==> src/rtl/icache_pkg.sv <==
// Shared constants and state encoding for the icache AXI line-refill engine.
package icache_pkg;

  localparam int LINE_WORDS = 8;
  localparam int OFFSET_W   = 5;

  localparam logic [1:0] AXI_BURST_INCR = 2'b01;
  localparam logic [2:0] AXI_SIZE_4B    = 3'b010;
  localparam logic [1:0] AXI_RESP_OKAY  = 2'b00;
  localparam logic [7:0] AXI_LEN_LINE   = 8'(LINE_WORDS - 1);

  typedef enum logic [1:0] {
    IDLE,
    AR,
    R,
    DONE
  } refill_state_e;

endpackage

==> src/rtl/icache_axi_refill.sv <==
// 8-beat AXI4 INCR read-burst engine that fills one icache line and pulses gnt.
// Optional `define ICACHE_REFILL_ERR_EN adds a bus_err output pulsed with gnt.
module icache_axi_refill
  import icache_pkg::*;
#(
  parameter int                  ID_WIDTH = 4,
  parameter logic [ID_WIDTH-1:0] ARID_VAL = '0
) (
  input  logic                clk,
  input  logic                resetn,
  input  logic                rd_req,
  input  logic [31:0]         rd_addr,
  output logic                gnt,
  output logic [31:0]         line_data [0:LINE_WORDS-1],
`ifdef ICACHE_REFILL_ERR_EN
  output logic                bus_err,
`endif
  output logic [ID_WIDTH-1:0] arid,
  output logic [31:0]         araddr,
  output logic [7:0]          arlen,
  output logic [2:0]          arsize,
  output logic [1:0]          arburst,
  output logic                arvalid,
  input  logic                arready,
  input  logic [ID_WIDTH-1:0] rid,
  input  logic [31:0]         rdata,
  input  logic [1:0]          rresp,
  input  logic                rlast,
  input  logic                rvalid,
  output logic                rready
);

  localparam logic [2:0] LAST_BEAT = 3'(LINE_WORDS - 1);

  refill_state_e state_q, state_d;
  logic [31:0]   araddr_q, araddr_d;
  logic          arvalid_q, arvalid_d;
  logic          rready_q, rready_d;
  logic [2:0]    cnt_q, cnt_d;
  logic [31:0]   line_q [LINE_WORDS];
  logic          beat;

  assign beat = rvalid & rready_q;

`ifdef ICACHE_REFILL_ERR_EN
  logic err_q, err_d;
  logic bus_err_q, bus_err_d;
  logic beat_err;
  logic unused_inputs;

  // A beat is bad on a non-OKAY response or an rlast that disagrees with the count.
  assign beat_err      = (rresp != AXI_RESP_OKAY) || (rlast != (cnt_q == LAST_BEAT));
  assign bus_err       = bus_err_q;
  assign unused_inputs = ^rid;
`else
  logic unused_inputs;
  assign unused_inputs = ^{rid, rresp, rlast};
`endif

  always_comb begin
    state_d   = state_q;
    araddr_d  = araddr_q;
    arvalid_d = arvalid_q;
    rready_d  = rready_q;
    cnt_d     = cnt_q;
`ifdef ICACHE_REFILL_ERR_EN
    err_d     = err_q;
    bus_err_d = 1'b0;
`endif
    case (state_q)
      IDLE: begin
        if (rd_req) begin
          state_d   = AR;
          araddr_d  = {rd_addr[31:OFFSET_W], {OFFSET_W{1'b0}}};
          arvalid_d = 1'b1;
          cnt_d     = '0;
`ifdef ICACHE_REFILL_ERR_EN
          err_d     = 1'b0;
`endif
        end
      end
      AR: begin
        if (arvalid_q && arready) begin
          state_d   = R;
          arvalid_d = 1'b0;
          rready_d  = 1'b1;
        end
      end
      R: begin
        if (beat) begin
          cnt_d = cnt_q + 3'd1;
`ifdef ICACHE_REFILL_ERR_EN
          err_d = err_q | beat_err;
`endif
          if (cnt_q == LAST_BEAT) begin
            state_d  = DONE;
            rready_d = 1'b0;
`ifdef ICACHE_REFILL_ERR_EN
            bus_err_d = err_q | beat_err;
`endif
          end
        end
      end
      DONE: state_d = IDLE;
      default: state_d = IDLE;
    endcase
  end

  always_ff @(posedge clk or negedge resetn) begin
    if (!resetn) begin
      state_q   <= IDLE;
      araddr_q  <= '0;
      arvalid_q <= 1'b0;
      rready_q  <= 1'b0;
      cnt_q     <= '0;
`ifdef ICACHE_REFILL_ERR_EN
      err_q     <= 1'b0;
      bus_err_q <= 1'b0;
`endif
    end else begin
      state_q   <= state_d;
      araddr_q  <= araddr_d;
      arvalid_q <= arvalid_d;
      rready_q  <= rready_d;
      cnt_q     <= cnt_d;
`ifdef ICACHE_REFILL_ERR_EN
      err_q     <= err_d;
      bus_err_q <= bus_err_d;
`endif
    end
  end

  // Each word only changes when its own beat arrives, so the line stays intact after DONE.
  for (genvar gi = 0; gi < LINE_WORDS; gi++) begin : g_line
    always_ff @(posedge clk or negedge resetn) begin
      if (!resetn) begin
        line_q[gi] <= '0;
      end else if (beat && (cnt_q == 3'(gi))) begin
        line_q[gi] <= rdata;
      end
    end
    assign line_data[gi] = line_q[gi];
  end

  assign gnt     = (state_q == DONE);
  assign arid    = ARID_VAL;
  assign araddr  = araddr_q;
  assign arlen   = AXI_LEN_LINE;
  assign arsize  = AXI_SIZE_4B;
  assign arburst = AXI_BURST_INCR;
  assign arvalid = arvalid_q;
  assign rready  = rready_q;

endmodule

==> config.mk <==
export PLATFORM = sky130hd
export DESIGN_NAME = icache_axi_refill
export DESIGN_NICKNAME = d
export VERILOG_FILES = /design/src/rtl/icache_pkg.sv /design/src/rtl/icache_axi_refill.sv
export SDC_FILE = /design/constraint.sdc
export NUM_CORES = 1
export LEC_CHECK = 0
export ABC_CLOCK_PERIOD_IN_PS = 2400
export CAP_MARGIN = 20
export CORE_MARGIN = 4
export CORE_UTILIZATION = 46
export DETAILED_ROUTE_END_ITERATION = 16
export GPL_TIMING_DRIVEN = 0
export PLACE_DENSITY = 0.86
export SETUP_SLACK_MARGIN = 0.5
export SYNTH_ARGS = -nofsm -noshare
export SYNTH_HDL_FRONTEND = slang
export SYNTH_SLANG_ARGS = --single-unit
==> constraint.sdc <==
create_clock -name clk -period 2.4 [get_ports clk]
set_clock_uncertainty 0.2 [all_clocks]
set_input_delay 0.24 -clock clk [delete_from_list [all_inputs] [get_ports clk]]
set_output_delay 0.24 -clock clk [all_outputs]
set_load 0.01 [all_outputs]
==> impl_metrics.yaml <==
critical_path:
  start_kind: "flip-flop"
  crit_path_start: "state_q[1]"
  reg2reg_slack_ns: 0.51
  path_max_fanout: 3
  worstSetupEndpointType: "flip-flop"
  cpPeakStageDelay_ns: 0.43
  crit_slowest_cell: "dfrtp_1"
  criticalPathCategory: "flip-flop to flip-flop"
  cp_cell_sequence: "buf_6 -> ha_4 -> nor2b_4 -> a2111oi_4 -> mux2_4"
  worstReg2RegStart: "state_q[1]"
  arrival_ns: 2.11
  cp.required_ns: 2.62
  path_delay_family: "flip-flops"
  crit_buf_inv: 1
yosys:
  synthCells: 675
  yosysUniqueCellTypes: 28
  syn_avg_cell_area_um2: 17.2
  netlist_area_mm2: 0.0116
  ys_ff_latch: 290
  synth_area_leaders: "dfrtp_1 (62%), mux2_2 (19%), mux2_4 (12%)"
  yosysSeqAreaShare: 0.624
  ys_warn_count: 0
  synth_top_area_frac: 0.624
  yosys.area.top_type: "dfrtp_1"
floorplan:
  die_width_um: 167
  die-area_mm2: 0.0279
  io_pins: 384
  core_area_mm2: 0.0246
  die_y_um: 167
  start_util: 0.473
  num_rows: 57
sta:
  tightest_slew_ns: 0.623
  clock.fmax_mhz: 529
  period_share: 0.788
  rsz0062_at_grt: "true"
  drv_slew: 0
  hold_viol_final: 0
  relSlewSlack: 0.585
  timing.final.crit_period_ns: 1.89
  setup_viol: 0
  fin_tns_setup_ns: 0
power:
  powerDensity_mw_per_mm2: 579
  swShare: 0.211
  combPwrFrac: 0.033
  leakagePower_nw: 11.0
  p_total_mw: 9.79
  power.clock.fraction: 0.468
  intPower_mw: 7.73
  p_seq_frac: 0.499
  ir_drop_mv: 0.579
  switchingPower_mw: 2.06
drt:
  ant_nets: 0
  wl_met2_um: 15500
  post_drt_wl_per_cell_um: 21.7
  routed-via-count: 7147
  drc_errors: 0
  wirelength_met1_um: 11900
  met3_length_um: 2850
  dr.pass1.iters: 6
  drtIter0Drc: 351
  wl_um: 31200
  vias_per_cell: 4.98
  highest-signal-layer: "met4"
layout:
  fillers: 1726
  final_cell_mix: "dfrtp_1 (289), mux2_2 (193), dlygate4sd2_1 (192)"
  area_growth_pct: 45.5
  fin_util: 0.688
  drive_gt1_frac: 0.376
  nNetsFinal: 1176
  layout.cells.most_common: "dfrtp_1"
  diodes: 0
  multiInputGateArea_mm2: 0.00414
  seqCellArea_mm2: 0.00726
clocking:
  clk_pin_slew_ns: 0.06
  htreeDepth: 1
  tritoncts: "yes"
  cts-buffers-inserted: 30
  clockBufferDepth: 3
  cts_root_buf: "clkbuf_16"
  clk_latency_ns: 0.54
  cts_sinks: 290
global_routing:
  antenna_found_initial: 0
  grt_max_degree: 124
  grt_usage: 0.217
  grt_pass1_wl_um: 47900
  grt_overflow_total: 0
  grt_pass1_vias: 7937
place:
  dp_hpwl_um: 21200
  place.gp.congestion: 0.752
  portBuffers: 349
outcome:
  status: "finished clean"
hold_path:
  hp-class: "primary input to async pin"
job:
  maxCapViolCount: 0
per-stage QoR:
| stage | instance area (µm²) | hold slack [ns] | instances | setup WS [ns] |
|---|---|---|---|---|
| after global routing | 16900 | 0.0242 | 1435 | 0.464 |
| after detailed placement | 15700 | 0.00463 | 1370 | 0.204 |
| final | 16900 | 0.0105 | 1435 | 0.509 |
| after floorplan | 11700 | -0.256 | 695 | 0.511 |
| after global placement | 15600 | 0.286 | 1368 | -11.36 |
| after CTS | 16600 | 0.0134 | 1435 | 0.470 |
cell families after synthesis:
logic type,after synthesis,share of synthesized area
fa+ha+maj,12,0.0129
simple gates,22,0.0138
buf+inv,54,0.0370
compound gates,9,0.00592
mux,286,0.306
flops,290,0.624
other cells,2,0.000646
worst paths after layout:
path	to	cells after the start
worst max-delay path	state_q[1]	5
worst min-delay path	araddr[28]	2
worst max register to register	state_q[1]	5
worst min register to register	line_data[213]	1
max in group asynchronous	line_data[144]	3
min in group clk	araddr[7]	2
cell usage after synthesis:
master	n
mux2_4	90
nand2b_1	2
nand2_1	3
buf_4	22
a41oi_1	1
nor2_1	3
nand3_1	2
ha_1	12
a31oi_1	1
buf_6	18
and3b_4	1
o2bb2ai_1	1
and3_4	1
mux2i_1	2
nor2b_1	2
mux2_1	1
dfrtp_1	290
inv_1	6
a2111oi_2	1
conb_1	2
a21boi_0	1
nand4_1	1
mux2_2	193
a21oi_1	2
o22ai_1	2
nor3_1	1
nand2_4	6
buf_2	8
per-layer routing:
metal | up-vias | track usage
met5 | - | 0
met4 | 0 | 0.0615
met3 | 63 | 0.0711
met2 | 301 | 0.368
met1 | 3619 | 0.267
li1 | 3164 | -
power groups by stage:
stage	sequential, mW	clock (mW)	combinational, mW
detailed placement	4.98	0	0.325
finish	4.89	4.58	0.324
CTS	4.89	4.69	0.329
floorplan	4.98	0	0.0497
global placement	4.99	0	0.310
global route	4.89	4.92	0.361
cell type report:
cell class	instances	area share
flip-flops and latches	290	0.429
multi-input cells	351	0.244
repair buffers	361	0.215
clock buffers	45	0.0537
plain buffers	48	0.0283
well taps	324	0.0240
clock inverters	10	0.00488
inverters	6	0.00133
flip-flops by register name, indices dropped and copies added, names as in the netlist:
| name | count |
|---|---|
| line_data | 256 |
| araddr | 27 |
| cnt_q | 3 |
| state_q | 2 |
| arvalid | 1 |
| rready | 1 |
repair_timing:
action / CTS / global route
hold buffers: 1 / 0
gates cloned: 0 / 0
pin swaps: 1 / 1
setup endpoints to repair: 275 / 226
endpoints found under the hold margin: 290 / 0
resized for setup: 227 / 103
setup buffers: 9 / 0
Note: power is estimated with default switching activity, not from simulation.
